--- config.mk ---
export PLATFORM = sky130hd
export DESIGN_NAME = lsu
export DESIGN_NICKNAME = d
export VERILOG_FILES = /design/src/rtl/friscv_pkg.sv /design/src/rtl/lsu_align.sv /design/src/rtl/lsu.sv
export SDC_FILE = /design/constraint.sdc
export NUM_CORES = 1
export LEC_CHECK = 0
export BUFFER_PORTS_ARGS = -buffer_cell sky130_fd_sc_hd__buf_2
export CORE_ASPECT_RATIO = 1.25
export CORE_UTILIZATION = 42
export DETAILED_ROUTE_END_ITERATION = 16
export HOLD_SLACK_MARGIN = 0.15
export PLACE_DENSITY_LB_ADDON = 0.15
export SYNTH_ARGS = -nofsm -noshare
export SYNTH_HDL_FRONTEND = slang
export SYNTH_SLANG_ARGS = --single-unit
--- constraint.sdc ---
create_clock -name clk_in -period 2.62 [get_ports clk_in]
set_input_delay 0.262 -clock clk_in [delete_from_list [all_inputs] [get_ports clk_in]]
set_output_delay 0.262 -clock clk_in [all_outputs]
set_load 0.005 [all_outputs]
--- src/rtl/friscv_pkg.sv ---
// Shared types for the FRiscV load/store path: data width, LSU op encoding,
// LSU state encoding and small address-qualification helpers.
package friscv_pkg;

  localparam int ARCH = 32;

  // {is_store, funct3}
  typedef enum logic [3:0] {
    LSU_LB  = 4'h0,
    LSU_LH  = 4'h1,
    LSU_LW  = 4'h2,
    LSU_LBU = 4'h4,
    LSU_LHU = 4'h5,
    LSU_SB  = 4'h8,
    LSU_SH  = 4'h9,
    LSU_SW  = 4'hA
  } lsu_op_t;

  typedef enum logic [1:0] {
    IDLE,
    REQ,
    WAIT,
    DONE
  } lsu_state_t;

  function automatic logic op_is_valid(input logic [3:0] op);
    case (op)
      LSU_LB, LSU_LH, LSU_LW, LSU_LBU, LSU_LHU,
      LSU_SB, LSU_SH, LSU_SW: return 1'b1;
      default:                return 1'b0;
    endcase
  endfunction

  // Halfwords need a[0]=0, words need a[1:0]=0; bytes are always aligned.
  function automatic logic misaligned(input logic [3:0] op, input logic [1:0] a);
    case (op[1:0])
      2'b01:   return a[0];
      2'b10:   return (a != 2'b00);
      default: return 1'b0;
    endcase
  endfunction

  // Round the address down to the natural alignment of the access size.
  function automatic logic [ARCH-1:0] force_align(input logic [3:0] op,
                                                  input logic [ARCH-1:0] addr);
    case (op[1:0])
      2'b01:   return {addr[ARCH-1:1], 1'b0};
      2'b10:   return {addr[ARCH-1:2], 2'b00};
      default: return addr;
    endcase
  endfunction

endpackage

--- src/rtl/lsu_align.sv ---
// Byte-lane steering for the LSU: store byte enables and lane-shifted store
// data, plus load-data right-shift and sign/zero extension.
module lsu_align
  import friscv_pkg::*;
(
  input  logic [3:0]      op_i,
  input  logic [1:0]      a_i,
  input  logic [ARCH-1:0] wdata_i,
  input  logic [ARCH-1:0] rdata_i,
  output logic [3:0]      be_o,
  output logic [ARCH-1:0] wdata_o,
  output logic [ARCH-1:0] ldata_o
);

  logic [ARCH-1:0] shifted;

  // Store side: place data in its byte lane and enable only the lanes written.
  always_comb begin
    be_o    = 4'b1111;
    wdata_o = wdata_i << {a_i, 3'b000};
    if (op_i[3]) begin
      case (op_i[1:0])
        2'b00:   be_o = 4'b0001 << a_i;
        2'b01:   be_o = 4'b0011 << a_i;
        default: be_o = 4'b1111;
      endcase
    end
  end

  // Load side: bring the addressed lane down to bit 0, then extend by size/sign.
  always_comb begin
    shifted = rdata_i >> {a_i, 3'b000};
    case (op_i[2:0])
      3'b000:  ldata_o = {{(ARCH-8){shifted[7]}}, shifted[7:0]};
      3'b001:  ldata_o = {{(ARCH-16){shifted[15]}}, shifted[15:0]};
      3'b100:  ldata_o = {{(ARCH-8){1'b0}}, shifted[7:0]};
      3'b101:  ldata_o = {{(ARCH-16){1'b0}}, shifted[15:0]};
      default: ldata_o = shifted;
    endcase
  end

endmodule

--- src/rtl/lsu.sv ---
// FRiscV RV32I load/store unit: one data-memory transaction at a time over a
// req/gnt/rvalid bus. Optional macro LSU_MISALIGN_TRAP_EN turns misaligned
// accesses into error responses; otherwise they are forced to natural alignment.
module lsu
  import friscv_pkg::*;
#(
  parameter int TIMEOUT_CYCLES = 16
) (
  input  logic            clk_in,
  input  logic            rstn_in,
  input  logic            req_valid_in,
  output logic            req_ready_out,
  input  logic [3:0]      req_op_in,
  input  logic [ARCH-1:0] req_addr_in,
  input  logic [ARCH-1:0] req_wdata_in,
  output logic            mem_req_out,
  input  logic            mem_gnt_in,
  output logic            mem_we_out,
  output logic [ARCH-1:0] mem_addr_out,
  output logic [3:0]      mem_be_out,
  output logic [ARCH-1:0] mem_wdata_out,
  input  logic            mem_rvalid_in,
  input  logic [ARCH-1:0] mem_rdata_in,
  output logic            rsp_valid_out,
  output logic [ARCH-1:0] rsp_data_out,
  output logic            rsp_err_out
);

  localparam int CNT_W = $clog2(TIMEOUT_CYCLES);

  lsu_state_t      state_q, state_d;
  logic [3:0]      op_q, op_d;
  logic [ARCH-1:0] addr_q, addr_d;
  logic [ARCH-1:0] wdata_q, wdata_d;
  logic [ARCH-1:0] data_q, data_d;
  logic            err_q, err_d;
  logic [CNT_W-1:0] cnt_q, cnt_d;

  logic [3:0]      be;
  logic [ARCH-1:0] wdata_lane;
  logic [ARCH-1:0] ldata;

  lsu_align u_align (
    .op_i    (op_q),
    .a_i     (addr_q[1:0]),
    .wdata_i (wdata_q),
    .rdata_i (mem_rdata_in),
    .be_o    (be),
    .wdata_o (wdata_lane),
    .ldata_o (ldata)
  );

  // State and transaction registers; async reset abandons any open transaction.
  always_ff @(posedge clk_in or negedge rstn_in) begin
    if (!rstn_in) begin
      state_q <= IDLE;
      op_q    <= '0;
      addr_q  <= '0;
      wdata_q <= '0;
      data_q  <= '0;
      err_q   <= 1'b0;
      cnt_q   <= '0;
    end else begin
      state_q <= state_d;
      op_q    <= op_d;
      addr_q  <= addr_d;
      wdata_q <= wdata_d;
      data_q  <= data_d;
      err_q   <= err_d;
      cnt_q   <= cnt_d;
    end
  end

  // Next-state logic: accept, bus handshake, read wait with timeout, respond.
  always_comb begin
    state_d = state_q;
    op_d    = op_q;
    addr_d  = addr_q;
    wdata_d = wdata_q;
    data_d  = data_q;
    err_d   = err_q;
    cnt_d   = cnt_q;
    case (state_q)
      IDLE: begin
        if (req_valid_in) begin
          op_d    = req_op_in;
          wdata_d = req_wdata_in;
          data_d  = '0;
          err_d   = 1'b0;
          cnt_d   = '0;
`ifdef LSU_MISALIGN_TRAP_EN
          addr_d  = req_addr_in;
          if (!op_is_valid(req_op_in) || misaligned(req_op_in, req_addr_in[1:0])) begin
`else
          addr_d  = force_align(req_op_in, req_addr_in);
          if (!op_is_valid(req_op_in)) begin
`endif
            err_d   = 1'b1;
            state_d = DONE;
          end else begin
            state_d = REQ;
          end
        end
      end
      REQ: begin
        if (mem_gnt_in) begin
          cnt_d   = '0;
          state_d = op_q[3] ? DONE : WAIT;
        end
      end
      WAIT: begin
        // rvalid takes priority over a timeout landing on the same cycle
        if (mem_rvalid_in) begin
          data_d  = ldata;
          state_d = DONE;
        end else if (cnt_q == CNT_W'(TIMEOUT_CYCLES - 1)) begin
          data_d  = '0;
          err_d   = 1'b1;
          state_d = DONE;
        end else begin
          cnt_d = cnt_q + CNT_W'(1);
        end
      end
      DONE: begin
        cnt_d   = '0;
        state_d = IDLE;
      end
      default: state_d = IDLE;
    endcase
  end

  assign req_ready_out = (state_q == IDLE);
  assign mem_req_out   = (state_q == REQ);
  assign mem_we_out    = (state_q == REQ) && op_q[3];
  assign mem_addr_out  = (state_q == REQ) ? {addr_q[ARCH-1:2], 2'b00} : '0;
  assign mem_be_out    = (state_q == REQ) ? be : 4'b0000;
  assign mem_wdata_out = (state_q == REQ) ? wdata_lane : '0;
  assign rsp_valid_out = (state_q == DONE);
  assign rsp_data_out  = (state_q == DONE) ? data_q : '0;
  assign rsp_err_out   = (state_q == DONE) && err_q;

endmodule

==> out/metrics.csv, run 1 <==
stage,metric,value,unit
final_layout,diodes,0,
die,core,13900,um2
sta,slew_violations,0,
flow_run,cap_violations,0,
global_routing,grt_max_degree,73,
setup_path,startpoint_type,register,
detailed_routing,first_pass_iters,4,
global_routing,antenna_found_initial,0,
detailed_routing,num_vias,5121,
global_routing,track_usage,22.3,%
synthesis,synthTopCellsByArea,"dfrtp_1 (45%), mux2_2 (14%), and2_1 (8.6%)",
setup_path,startpoint,addr_q[1],
synthesis,synthAdderAreaFrac,1.67,%
synthesis,synth-seq-cells,107,
detailed_routing,route.antenna.remaining_nets,0,
detailed_routing,drtIter0Drc,225,
synthesis,synth-compound-area-share,10.5,%
setup_path,crit_chain,"buf_4, nor3b_1, buf_4, and2_1, buf_2",
synthesis,synth-main-ff-cell,dfrtp_1,
setup_path,cpLargestDelayFamily,simple AND/OR/NAND/NOR gates,
clock_tree,cts.sink_count,107,
detailed_routing,wirelength,16300,um
pwr,power,0.00834,W
synthesis,yosysTopAreaCell,dfrtp_1,
setup_path,slowest_stage,dfrtp_2,
setup_path,critPathMostFrequentCell,buf_4,
sta,worstMarginPinSlew,613,ps
setup_path,crit_fanout,18,
setup_path,r2r_setup_slack,290,ps
clock_tree,htreeDepth,3,
setup_path,crit_type,reg2out,
placed_design,gp_congestion,0.908,
final_layout,drive_gt1_share,41.8,%
sta,fin_setup_tns,0,ps
global_routing,grt_pass1_wl,25300,um
clock_tree,cts_setup_buffers,0,
placed_design,io_buffers,207,
sta,skew,7.58,ps
synthesis,synth.top_cell.area_share,44.7,%
synthesis,postSynthAreaPerCell,10.7,um2
setup_path,r2r_start,state_q[0],
setup_path,cp_data_arrival_time,2220,ps
setup_path,path_buf_inv,3,
sta,fin_hold_ws,153,ps
sta,fmax,403,MHz
worst_hold_path,min_path_type,in2reg,
synthesis,yosysUniqueCellTypes,50,
die,pin_count,210,
final_layout,nets,924,
synthesis,yosys.area_share.simple,18.0,%
synthesis,synth_mux_area_share,21.4,%
die,dieArea,14700,um2
clock_tree,numCtsBuffers,9,
synthesis,ys_seq_area_share,44.7,%
pwr,p_leak,3.98,nW
synthesis,synth_cells,557,
pwr,worst_ir_drop_vdd,568,uV
setup_path,r2r-end,data_q[21],
synthesis,syn-cell-area,5980,um2
clock_tree,cts.path.max_buffers,2,
die,num_rows,48,
setup_path,cp.depth,5,
sta,slew_headroom,59.1,%
synthesis,synth_commonest_cells,"dfrtp_1 (107), and2_1 (82), mux2_2 (76)",
synthesis,yosys_warnings,0,
sta,finalSetupViolations,0,
synthesis,synth_xor_area_share,0.146,%
synthesis,synth.most_common_cell,dfrtp_1,
pwr,powerDensity,1030,nW/um2
sta,fin_crit,2480,ps
sta,hold_violations,0,
detailed_routing,drc_errors,0,
sta,fin_crit_sh,94.8,%
clock_tree,clk_latency,350,ps
final_layout,area.growth.synth_to_final,35.3,%
die,die_h,135,um
global_routing,grt_overflow,0,
clock_tree,cts_tree,done,
setup_path,end_kind,output port,
status,status,completed,
sta,rsz0062_at_grt,no,
synthesis,synth_top_family_by_area,multiplexers,
clock_tree,clkTransAtPathRegs,70,ps
setup_path,worstRegToRegCells,6,
placed_design,place_hpwl,11700,um
synthesis,ys_async_sr_fraction,100,%
detailed_routing,drt-wirelength-per-cell,16.4,um
clock_tree,cts-root-buf,clkbuf_16,
die,initial_utilization,43.1,%
detailed_routing,viasPerCell,5.17,
global_routing,grt_pass1_vias,5062,
setup_path,critPathRequiredTime,2360,ps
synthesis,synth_edf_count,0,
die,die_width,109,um
setup_path,crit_end,mem_wdata_out[0],
setup_path,max_stage_delay,540,ps
per-layer routing:
| layer | wire length (um) | global-route usage (%) | vias up |
|---|---|---|---|
| li1 | - | - | 2457 |
| met1 | 6760 | 26.4 | 2463 |
| met4 | 461 | 9.01 | 0 |
| met5 | 0 | 0 | - |
| met3 | 885 | 4.28 | 30 |
| met2 | 8180 | 39.1 | 171 |
cells in the final DEF (no fill, tap or decap), drive strengths merged, types with 20 or more instances in the layout:
cell	count
nor2	20
a21oi	20
dfrtp	107
mux2	76
nand2	49
dlygate4sd3	60
mux2i	40
and2	82
buf	222
o21ai	31
worst register-to-register path: stages, from the launching register on:
cell,delay (ps)
dfrtp_1,410
inv_1,150
ha_2,310
nand2_2,160
or2_1,420
nor3b_2,560
a221o_2,260
state kept, by name (all words and copies together), names as in the netlist:
signal	count
addr_q	32
data_q	32
wdata_q	32
cnt_q	4
op_q	4
state_q	2
err_q	1
what timing repair did:
action,in CTS,in global routing
endpoints found under the hold margin,92,1
hold buffers,59,1
setup endpoints to repair,0,16
gates resized for setup,0,1
worst min-delay path by stage:
stage,slack [ps],start,endpoint,cells past startpoint
floorplan,-30,rstn_in,addr_q[0],0
global placement,270,rstn_in,state_q[1],1
detailed placement,270,rstn_in,state_q[0],1
CTS,150,req_addr_in[5],addr_q[5],2
global route,150,req_addr_in[5],addr_q[5],2
finish,150,req_addr_in[5],addr_q[5],2
kinds of logic (layout without fill, tap and decap cells):
group / Yosys count / after routing
xor gates and xnor gates: 1 / 1
other: 1 / 2
buffers and inverters: 44 / 302
adders and majority gates: 8 / 8
and+or+nand+nor: 190 / 190
muxes: 117 / 117
AOI/OAI and AO/OA: 89 / 89
DFF: 107 / 107
stage by stage:
step,area (um2),cells,setup slack [ps],util [%]
after floorplan,5990,558,713,-
after global placement,7180,915,339,51.8
after detailed placement,7180,915,215,51.8
after CTS,8090,990,130,58.3
after global routing,8100,991,13.1,58.4
final,8100,991,137,58.4
power by group:
part           total (W)  leakage [nW]  switching [W]  internal [W]
Clock            0.00141         0.146       0.000650      0.000760
Combinational    0.00399          2.50        0.00195       0.00204
Sequential       0.00294          1.33       0.000550       0.00239
Total            0.00834          3.98        0.00315       0.00519
cell type report:
cell class              instances  area, um2
repair buffers                282       1760
fillers                      1193       5780
inverters                       4       15.0
multi-input cells             407       3110
well taps                     175        219
flip-flops and latches        107       2680
clock inverters                 7       85.1
clock buffers                   9        225
No activity file was read; power rests on OpenSTA's default activity.
==> inputs of run 2 (changes only) <==
--- a/config.mk
+++ b/config.mk
@@ -5,7 +5,7 @@
 export SDC_FILE = /design/constraint.sdc
 export NUM_CORES = 1
 export LEC_CHECK = 0
-export BUFFER_PORTS_ARGS = -buffer_cell sky130_fd_sc_hd__buf_2
+export BUFFER_PORTS_ARGS = -buffer_cell sky130_fd_sc_hd__buf_4
 export CORE_ASPECT_RATIO = 1.25
 export CORE_UTILIZATION = 42
 export DETAILED_ROUTE_END_ITERATION = 16
==> run 2 against run 1 <==
Effect of this change: hold slack better by 7.5 ps; sequential share of layout area shrank 1.9 points; clock power grew 3%; clock skew about the same; critical path depth grew 1; via count is the same; count of clock-buffer cells in the layout grew 3; die area unchanged; register-to-register slack lost 110 ps; sequential power hardly changed; critical endpoint is now data_q[21].
==> out/metrics.csv, run 2 (synthesis gave the netlist of run 1 again) <==
stage,metric,value,unit,change
status,status,completed,,
detailed_routing,num_vias,5121,,unchanged
final_layout,layout.cells.non_filler,987,,-0.40%
setup_path,crit_type,reg2reg,,
worst_hold_path,whs_endpoint,wdata_q[11],,
global_routing,grt_pass1_vias,5126,,+1.3%
detailed_routing,drt-wirelength-per-cell,17.0,um,+3.5%
global_routing,track_usage,22.9,%,+0.58 points
setup_path,crit_chain,"inv_1, ha_1, nand2_2, or2_1, nor3b_2, a221o_2",,
pwr,power,0.00874,W,+4.7%
sta,hold_violations,0,,unchanged
detailed_routing,wirelength,16800,um,+3.1%
final_layout,largest_registers,"addr_q x32, data_q x32, wdata_q x32",,
setup_path,slowest_stage,nor3b_2,,
pwr,internal_power,0.00557,W,+7.3%
placed_design,place_hpwl,12000,um,+2.9%
detailed_routing,drc_errors,0,,unchanged
setup_path,cp_data_arrival_time,2730,ps,+510 ps
setup_path,critPathRequiredTime,2910,ps,+550 ps
global_routing,antenna_found_initial,0,,unchanged
placed_design,placed_cells,915,,unchanged
clock_tree,cts_resized,0,,unchanged
setup_path,r2r_setup_slack,180,ps,-110 ps
detailed_routing,drt-met1-wl,6820,um,+0.93%
detailed_routing,drtIter0Drc,281,,+25%
final_layout,drive_gt1_share,41.9,%,+0.083 points
clock_tree,cts-root-buf,clkbuf_16,,
pwr,powerDensity,1020,nW/um2,-1.3%
final_layout,diodes,0,,unchanged
die,core,13900,um2,unchanged
sta,fin_crit_sh,93.2,%,-1.6 points
final_layout,layout_commonest_cell,buf_4,,
clock_tree,cts_setup_buffers,0,,unchanged
flow_run,cap_violations,0,,unchanged
clock_tree,cts_tree,done,,
setup_path,startpoint_type,register,,
detailed_routing,route.met3.wl,881,um,-0.45%
die,pin_count,210,,unchanged
die,die_h,135,um,unchanged
setup_path,worstRegToRegCells,6,,unchanged
final_layout,area.growth.synth_to_final,43.6,%,
sta,fin_crit,2440,ps,-41.3 ps
sta,worstMarginPinSlew,700,ps,+86.8 ps
sta,slew_headroom,53.4,%,-5.7 points
sta,fin_hold_ws,161,ps,+7.53 ps
global_routing,grt_overflow,0,,unchanged
pwr,p_sw_share,36.2,%,-1.6 points
pwr,worst_ir_drop_vdd,468,uV,-18%
sta,rsz0062_at_grt,no,,
sta,fin_setup_tns,0,ps,unchanged
sta,fmax,410,MHz,+1.7%
sta,finalSetupViolations,0,,unchanged
placed_design,gp_congestion,0.869,,-4.4%
setup_path,startpoint,state_q[0],,
clock_tree,numCtsBuffers,9,,unchanged
die,initial_utilization,43.1,%,unchanged
worst_hold_path,min_path_type,in2reg,,
setup_path,path_buf_inv,1,,-2
pwr,p_leak,4.07,nW,+2.4%
final_layout,final_cell_mix,"buf_4 (220), dfrtp_1 (105), and2_1 (82), mux2_2 (76), dlygate4sd3_1 (56)",,
clock_tree,cts.sink_count,107,,unchanged
pwr,power_frac_seq,34.0,%,-1.3 points
detailed_routing,viasPerCell,5.19,,+0.41%
detailed_routing,route.met2.wl,8730,um,+6.7%
setup_path,crit_fanout,11,,-7
clock_tree,cts_hold_buf,56,,-5.1%
setup_path,r2r-end,data_q[21],,
die,num_rows,48,,unchanged
sta,slew_violations,0,,unchanged
clock_tree,cts.path.max_buffers,2,,unchanged
worst_hold_path,hold_path_depth,2,,unchanged
clock_tree,clk_latency,340,ps,about the same
detailed_routing,first_pass_iters,4,,unchanged
clock_tree,htreeDepth,3,,unchanged
die,die_width,109,um,unchanged
placed_design,io_buffers,207,,unchanged
die,dieArea,14700,um2,unchanged
clock_tree,clkTransAtPathRegs,70,ps,about the same
detailed_routing,route.antenna.remaining_nets,0,,unchanged
setup_path,cpLargestDelayFamily,simple AND/OR/NAND/NOR gates,,
setup_path,r2r_start,state_q[0],,
sta,skew,7.68,ps,+0.101 ps
setup_path,max_stage_delay,570,ps,+30 ps
pwr,power.switching,0.00317,W,+0.41%
pwr,p_clk_share,16.6,%,-0.3 points
pwr,combinationalPowerShare,49.4,%,+1.6 points
detailed_routing,top_layer,met4,,
global_routing,grt_pass1_wl,25900,um,+2.5%
final_layout,nets,920,,-0.43%
global_routing,grt_max_degree,58,,-21%
worst_hold_path,hold_start,req_wdata_in[11],,
setup_path,end_kind,register,,
[run 2: cell types whose count changed in the layout (fill, tap and decap cells not counted), sizes merged]
cell,before,now
clkinv,2,1
clkbuf,9,12
dlygate4sd3,60,56
inv,6,5
clkinvlp,2,1
[run 2: cell type report]
class,instances,area (um2)
Fill cell,1179,5280
Sequential cell,107,2680
Clock inverter,4,55.1
Tap cell,175,219
Inverter,4,15.0
Clock buffer,12,267
Multi-Input combinational cell,407,3110
Timing Repair Buffer,278,2250
[run 2: through the flow]
| step | instance area (um2) | setup WS [ps] | util [%] |
|---|---|---|---|
| global placement | 7710 | 346 | 55.6 |
| floorplan | 5990 | 713 | - |
| global route | 8590 | 16.9 | 61.9 |
| CTS | 8590 | 166 | 61.9 |
| detailed placement | 7710 | 232 | 55.6 |
| finish | 8590 | 178 | 61.9 |
[run 2: worst max path at each step]
stage	to	slack, ps	cells past startpoint
4_1_cts	mem_wdata_out[3]	170	5
3_3_place_gp	data_q[26]	350	7
6_report	data_q[21]	180	6
2_1_floorplan	data_q[27]	710	7
3_5_place_dp	data_q[29]	230	7
5_1_grt	data_q[22]	20	6
[run 2: power by group through the flow]
| stage | combinational, W | sequential (W) | clock, W |
|---|---|---|---|
| 2_1_floorplan | 0.00282 | 0.00273 | 0 |
| 3_3_place_gp | 0.00415 | 0.00295 | 0 |
| 6_report | 0.00432 | 0.00297 | 0.00145 |
| 5_1_grt | 0.00472 | 0.00307 | 0.00154 |
| 4_1_cts | 0.00435 | 0.00296 | 0.00148 |
| 3_5_place_dp | 0.00426 | 0.00299 | 0 |
[run 2: worst register-to-register path: cells and delay by family, from the launching register on]
family	cells	cell delay, ps
compound gates	1	260
buf+inv	1	150
fa+ha+maj	1	400
simple gates	3	1180
flops	1	400
[run 2: layer usage]
layer | vias up | global-route usage (%)
li1 | 2453 | -
met1 | 2476 | 27.4
met2 | 164 | 40.6
met3 | 28 | 3.90
met4 | 0 | 8.41
met5 | - | 0
